$ cat src/rtl/traffic_input_conditioner.sv
// Input front end for the traffic controller: one-second enable, two-flop synchronizers,
// debounce FSMs for the walk button and side-street sensor, and a sticky walk request.

module tic_debounce #(
    parameter int DB_CYCLES = 1_000_000
) (
    input  logic clk,
    input  logic reset,
    input  logic sync,
    output logic deb,
    output logic rise
);
    // state | meaning
    // ------+-------------------------------------------------
    // 2'b00 | STABLE_LO: debounced level low, waiting for a 1
    // 2'b01 | CHECK_HI : low, counting consecutive 1 samples
    // 2'b10 | STABLE_HI: debounced level high, waiting for a 0
    // 2'b11 | CHECK_LO : high, counting consecutive 0 samples
    localparam int CW = $clog2(DB_CYCLES + 1);

    typedef enum logic [1:0] {
        STABLE_LO = 2'b00,
        CHECK_HI  = 2'b01,
        STABLE_HI = 2'b10,
        CHECK_LO  = 2'b11
    } db_state_t;

    db_state_t       state, state_next;
    logic [CW-1:0]   count, count_next;

    always_ff @(posedge clk) begin
        if (reset) begin
            state <= STABLE_LO;
            count <= '0;
        end else begin
            state <= state_next;
            count <= count_next;
        end
    end

    always_comb begin
        state_next = state;
        count_next = count;
        unique case (state)
            STABLE_LO: if (sync) begin
                state_next = CHECK_HI;
                count_next = CW'(1);
            end
            CHECK_HI: begin
                if (!sync) begin
                    state_next = STABLE_LO;
                    count_next = '0;
                end else if (count == CW'(DB_CYCLES)) begin
                    state_next = STABLE_HI;
                    count_next = '0;
                end else begin
                    count_next = count + CW'(1);
                end
            end
            STABLE_HI: if (!sync) begin
                state_next = CHECK_LO;
                count_next = CW'(1);
            end
            CHECK_LO: begin
                if (sync) begin
                    state_next = STABLE_HI;
                    count_next = '0;
                end else if (count == CW'(DB_CYCLES)) begin
                    state_next = STABLE_LO;
                    count_next = '0;
                end else begin
                    count_next = count + CW'(1);
                end
            end
            default: begin
                state_next = STABLE_LO;
                count_next = '0;
            end
        endcase
    end

    // The state MSB is the debounced level, so deb is a flop output with no extra stage.
    always_comb begin
        deb  = state[1];
        rise = state_next[1] & ~state[1];
    end
endmodule

module traffic_input_conditioner #(
    parameter int TICK_DIV  = 100_000_000,
    parameter int DB_CYCLES = 1_000_000
) (
    input  logic clk,
    input  logic reset,
    input  logic req_raw,
    input  logic ss_raw,
    input  logic wr_ack,
    output logic sec_tick,
    output logic req_pulse,
    output logic req_pending,
    output logic ss_level
);
    localparam int TW = $clog2(TICK_DIV);

    logic [TW-1:0] cnt;
    logic          req_sync1, req_sync2;
    logic          ss_sync1, ss_sync2;
    logic          deb_req, deb_ss;
    logic          req_rise, ss_rise;

    always_ff @(posedge clk) begin
        if (reset) begin
            cnt <= '0;
        end else if (cnt == TW'(TICK_DIV - 1)) begin
            cnt <= '0;
        end else begin
            cnt <= cnt + TW'(1);
        end
    end

    assign sec_tick = (cnt == TW'(TICK_DIV - 1));

    always_ff @(posedge clk) begin
        if (reset) begin
            req_sync1 <= 1'b0;
            req_sync2 <= 1'b0;
            ss_sync1  <= 1'b0;
            ss_sync2  <= 1'b0;
        end else begin
            req_sync1 <= req_raw;
            req_sync2 <= req_sync1;
            ss_sync1  <= ss_raw;
            ss_sync2  <= ss_sync1;
        end
    end

    tic_debounce #(.DB_CYCLES(DB_CYCLES)) u_db_req (
        .clk   (clk),
        .reset (reset),
        .sync  (req_sync2),
        .deb   (deb_req),
        .rise  (req_rise)
    );

    tic_debounce #(.DB_CYCLES(DB_CYCLES)) u_db_ss (
        .clk   (clk),
        .reset (reset),
        .sync  (ss_sync2),
        .deb   (deb_ss),
        .rise  (ss_rise)
    );

    assign ss_level = deb_ss;

    // The pulse is registered on the same edge that raises deb_req; a set beats a
    // same-cycle acknowledge so a fresh press is never dropped.
    always_ff @(posedge clk) begin
        if (reset) begin
            req_pulse   <= 1'b0;
            req_pending <= 1'b0;
        end else begin
            req_pulse <= req_rise;
            if (req_pulse) begin
                req_pending <= 1'b1;
            end else if (wr_ack) begin
                req_pending <= 1'b0;
            end
        end
    end

    logic unused_ss_rise;
    assign unused_ss_rise = ss_rise;
endmodule
$ cat config.mk
export PLATFORM = sky130hd
export DESIGN_NAME = traffic_input_conditioner
export DESIGN_NICKNAME = d
export VERILOG_FILES = /design/src/rtl/traffic_input_conditioner.sv
export SDC_FILE = /design/constraint.sdc
export NUM_CORES = 1
export LEC_CHECK = 0
export ABC_AREA = 1
export CORE_MARGIN = 3
export CORE_UTILIZATION = 45
export DETAILED_ROUTE_END_ITERATION = 8
export HOLD_SLACK_MARGIN = 0.12
export PLACE_DENSITY = 0.58
export SKIP_CTS_REPAIR_TIMING = 1
export SLEW_MARGIN = 25
export SYNTH_ARGS = -nofsm -noshare
export SYNTH_HDL_FRONTEND = slang
export SYNTH_SLANG_ARGS = --single-unit
$ cat constraint.sdc
create_clock -name clk -period 3.95 [get_ports clk]
set_input_delay 0.5925 -clock clk [delete_from_list [all_inputs] [get_ports clk]]
set_output_delay 0.5925 -clock clk [all_outputs]
set_load 0.005 [all_outputs]
==> results of run 1 <==
cell usage in the layout, fill, tap and decap left out, types with 3 or more instances in the layout:
cell and count:
nor2_2 12, nor3_1 25, nor2_1 96, a21oi_1 31, ha_1 5, inv_2 4
inv_1 83, nand2_2 8, dfxtp_1 77, clkinv_4 3, nand2_1 196, or2_2 3
nand4_1 17, nor2_4 4, xor2_1 12, a31oi_1 4, a21oi_2 10, o21ai_0 15
nand3b_1 3, bufinv_16 3, nand3_2 5, xnor2_1 4, clkbuf_8 9, clkdlybuf4s50_1 8
nand3_1 36
worst max-delay path, stage by stage, from the launching register on:
cell and delay [ps]:
dfxtp_1 440, ha_1 230, nand2_2 100, nor2_4 140
nand2_2 100, nor3_1 200, clkdlybuf4s50_1 520
worst paths after layout:
path,end,from,depth (start not counted)
hold / removal,req_sync2$_SDFF_PP0_,req_sync1$_SDFF_PP0_,2
hold reg to reg,req_sync2$_SDFF_PP0_,req_sync1$_SDFF_PP0_,2
setup / recovery,sec_tick,cnt[0]$_SDFF_PP0_,6
setup reg to reg,cnt[7]$_SDFF_PP0_,cnt[0]$_SDFF_PP0_,8
power groups by stage:
stage          Clock, mW  Combinational [mW]  Sequential, mW
2_1_floorplan          0              0.0628           0.812
3_3_place_gp           0              0.0863           0.813
3_5_place_dp           0              0.0864           0.814
4_1_cts            0.756              0.0870           0.796
5_1_grt            0.790              0.0976           0.798
6_report           0.738              0.0853           0.796
metrics by stage:
stage / power, mW / hold slack (ps) / setup WS [ps]
finish: 1.62 / 409 / 1300
global route: 1.69 / 425 / 1110
CTS: 1.64 / 414 / 1250
detailed placement: 0.900 / 401 / 1290
global placement: 0.900 / 399 / 1330
floorplan: 0.875 / 388 / 2290
cell type report:
type / instances / share of cell area
multi-input cells: 498 / 0.504
clock inverters: 7 / 0.0258
clock buffers: 9 / 0.0258
inverters: 89 / 0.0696
flip-flops and latches: 77 / 0.321
well taps: 129 / 0.0336
repair buffers: 10 / 0.0198
sequential cells by signal, summed over array words and instances, names as in the netlist, named ones only:
| name | flops |
|---|---|
| cnt | 27 |
| u_db_req.count | 20 |
| u_db_ss.count | 20 |
| u_db_req.state | 2 |
| req_pending | 1 |
| req_pulse | 1 |
| req_sync1 | 1 |
| req_sync2 | 1 |
| ss_sync1 | 1 |
| ss_sync2 | 1 |
| u_db_ss.state | 1 |
cells by family after synthesis:
group                    synth area share
adder cells (fa/ha/maj)            0.0142
flip-flops                          0.351
AO/OA/AOI/OAI                      0.0889
XOR/XNOR                           0.0356
buffers and inverters              0.0972
AND/OR/NAND/NOR                     0.413
layer usage:
metal  up-vias  routed length [um]
met1      1799                5010
met5         -                   0
li1       2152                   -
met2        48                4260
met4         0                 105
met3         6                 278
==> results.cfg, run 1 <==
[status]
status = complete, no violations

[place]
portBuffers = 8
dpl_cell_area_um2 = 4550
place_inst = 803
place.gp.congestion = 0.902
dpl.hpwl_um = 7140

[critical_path]
end_kind = output port
cp.required_ps = 3360
cp_max_fo = 5
path_class = reg -> out
reg2reg_slack_ps = 1850
arrival_ps = 2060
startpoint_type = flop

[floorplanning]
dieArea_um2 = 11000
io_pins = 9
die_h_um = 105
coreArea_um2 = 9370
die_w_um = 105
initial_utilization = 0.468
rows = 35

[logic_synthesis]
synthCells = 678
ys_ff_latch = 77
synth_area_um2 = 4390
yosysSeqAreaShare = 0.351
synth_top_area_frac = 0.351
synth-edff-count = 0
ys_types = 37
synth.most_common_cell = nand2_1
synth_commonest_cells = nand2_1, nor2_1, inv_1
avgSynthCellArea_um2 = 6.48
ys_warn_count = 0
synth_flop_cell = dfxtp_1
synth_area_leaders = dfxtp_1, nand2_1, nor2_1
syn-num-nets = 688
async_flop_share = 0
yosysTopAreaCell = dfxtp_1

[clock_network]
cts_num_sinks = 77
cts.reportedPaths.clkPinSlew_ps = 90
cts_max_level = 3
clockBufferDepth = 2
cts_buffers = 9
clk_latency_ps = 350
cts_tree = done
cts_root_buf = clkbuf_8

[sta]
drv_slew = 0
relSlewSlack = 0.456
hold_viol_final = 0
setup_violations = 0
post-route-period-util = 0.671
tightestPinTransition_ps = 813
fin_crit_ps = 2650
rsz0062_at_grt = false
finalClockSkew_ps = 17.4
fmax_ghz = 0.377
fin_tns_setup_ps = 0

[global_route]
use_met2 = 0.288
grt_use_met1 = 0.267
grt_antenna_before_repair = 0
top_usage_layer = met2
grt_use_met3 = 0.0266
grt_pass1_vias = 3781
grt_usage = 0.188
gr-total-overflow = 0
grt_max_degree = 28
grt_pass1_wl_um = 17200

[layout]
design_area_um2 = 4800
nets = 695
stdcell_count = 819
ff_latch_area_um2 = 1540
num_antenna_cells = 0
multi_input_area_um2 = 2420
utilization = 0.512
layout-drive-gt1-share = 0.0986
n_fill_cell = 1012
area_growth_syn_to_layout_pct = 9.38

[power]
p_leak_nw = 1.60
p_sw_frac = 0.238
p_per_area_nw_per_um2 = 337
comb_power_share = 0.053
p_int_mw = 1.23
ir_worst_vdd_mv = 0.166
p_sw_uw = 385
p_seq_frac = 0.492
clkPwrFrac = 0.456

[flow_run]
cap_viol_max_count = 0

[drt]
num_vias = 4005
drc = 0
avgViaCountPerCell = 4.89
dr.pass1.iters = 4
antenna_left = 0
drtIter0Drc = 152
drt_wl_total_um = 9650
wl_per_cell_um = 11.8

[hold_path]
hold_path.class = reg -> reg
(Power assumes the default switching activity.)
==> run 2, diff against run 1 <==
PLACE_DENSITY = 0.6   (was 0.58)
clock period = 2.2 ns   (was 3.95 ns; I/O delays follow)
==> results.cfg, run 2 (synthesis gave the netlist of run 1 again) <==
[status]
status = complete, no violations

[layout]
layout-drive-gt1-share = 0.107
largest_reg_flops = 27
reg_top3 = cnt (27), u_db_req.count (20), u_db_ss.count (20)
final_cell_mix = nand2_1, nor2_1, inv_1, dfxtp_1, nand3_1
area_growth_syn_to_layout_pct = 10.1
final_common_cell = nand2_1
stdcell_count = 823
nets = 699
design_area_um2 = 4840
top_register = cnt
num_antenna_cells = 0
utilization = 0.516

[flow_run]
cap_viol_max_count = 0

[floorplanning]
io_pins = 9
die_w_um = 105
initial_utilization = 0.468
die_h_um = 105
dieArea_um2 = 11000
rows = 35
coreArea_um2 = 9370

[global_route]
grt_usage = 0.182
grt_pass1_vias = 3655
grt_antenna_before_repair = 0
gr-total-overflow = 0
grt_max_degree = 28
grt_pass1_wl_um = 16600

[power]
p_sw_uw = 645
p_seq_frac = 0.494
p_leak_nw = 1.64
p_per_area_nw_per_um2 = 597
clkPwrFrac = 0.450
comb_power_share = 0.056
p_int_mw = 2.24
p_sw_frac = 0.223
ir_worst_vdd_mv = 0.387

[drt]
antenna_left = 0
drc = 0
avgViaCountPerCell = 4.87
drtIter0Drc = 186
wl_per_cell_um = 11.9
num_vias = 4011
dr.pass1.iters = 4
drt_wl_total_um = 9780

[critical_path]
startpoint_type = flop
arrival_ps = 1570
rr_startpoint = u_db_ss.count[0]$_SDFFE_PP0P_
cp.required_ps = 1870
path_cells = nand2_1 -> nor2_1 -> inv_1 -> nor2_1 -> nand4_1 -> nor3_2 -> dlymetal6s2s_1
crit_start = cnt[13]$_SDFF_PP0_
slowest_stage = dfxtp_2
cp_max_fo = 5
cpMostUsedCell = nor2_1
slowest_delay_ps = 370
path_class = reg -> out
end_kind = output port

[sta]
post-route-period-util = 0.862
finalClockSkew_ps = 10.5
rsz0062_at_grt = false
setup_violations = 0
drv_slew = 0
fmax_ghz = 0.527
tightestPinTransition_ps = 530
relSlewSlack = 0.644
hold_viol_final = 0
fin_crit_ps = 1900

[clock_network]
cts_root_buf = clkbuf_8
cts_max_level = 3
cts.reportedPaths.clkPinSlew_ps = 80
cts_tree = done
clockBufferDepth = 2
cts_num_sinks = 77
cts_buffers = 9
clk_latency_ps = 350

[place]
dpl_cell_area_um2 = 4580
portBuffers = 8
place_inst = 807
dpl.hpwl_um = 7350
place.gp.congestion = 0.897

[hold_path]
worstHoldStart = req_sync1$_SDFF_PP0_
hold_path.class = reg -> reg
-- run 2: cell count changes in the layout (fill, tap and decap cells not counted), moves of 2 or more --
| cell | delta |
|---|---|
| dfxtp_1 | -3 |
| dfxtp_2 | +3 |
| clkinv_4 | -3 |
| buf_4 | +4 |
| clkbuf_1 | +2 |
-- run 2: layer usage --
metal  share of wire  track usage
met1            0.52        0.259
met2            0.44        0.278
met3           0.029       0.0247
met4           0.014       0.0703
met5               0            0
-- run 2: power groups by stage --
stage	combinational [mW]	clock, mW	sequential (mW)
2_1_floorplan	0.113	0	1.46
3_3_place_gp	0.164	0	1.46
3_5_place_dp	0.164	0	1.46
4_1_cts	0.164	1.34	1.43
5_1_grt	0.185	1.39	1.43
6_report	0.161	1.30	1.43
-- run 2: layout make-up --
cell class	count	area [um2]
clock buffers	12	145
clock inverters	4	95.1
fillers	988	4540
inverters	89	334
multi-input cells	498	2430
flip-flops and latches	77	1550
well taps	129	161
repair buffers	14	128
-- run 2: critical path, delay by kind of cell, from the launching register on --
family / cells / cell delay, ps
flip-flops: 1 / 370
AND/OR/NAND/NOR: 5 / 640
buffers and inverters: 2 / 210
-- run 2: per-stage QoR --
stage | hold slack (ps) | power, mW | setup TNS [ps] | setup slack, ps
6_report | 403 | 2.89 | 0 | 304
5_1_grt | 428 | 3.00 | 0 | 186
4_1_cts | 415 | 2.93 | -202 | -202
3_5_place_dp | 399 | 1.62 | 0 | 195
3_3_place_gp | 398 | 1.62 | 0 | 242
2_1_floorplan | 388 | 1.57 | 0 | 626
-- run 2: worst paths after layout --
| check | to | slack (ps) | cells past startpoint |
|---|---|---|---|
| setup / recovery | sec_tick | 300 | 7 |
| hold / removal | req_sync2$_SDFF_PP0_ | 400 | 2 |
| setup reg to reg | u_db_ss.count[9]$_SDFFE_PP0P_ | 390 | 9 |
| hold reg to reg | req_sync2$_SDFF_PP0_ | 400 | 2 |
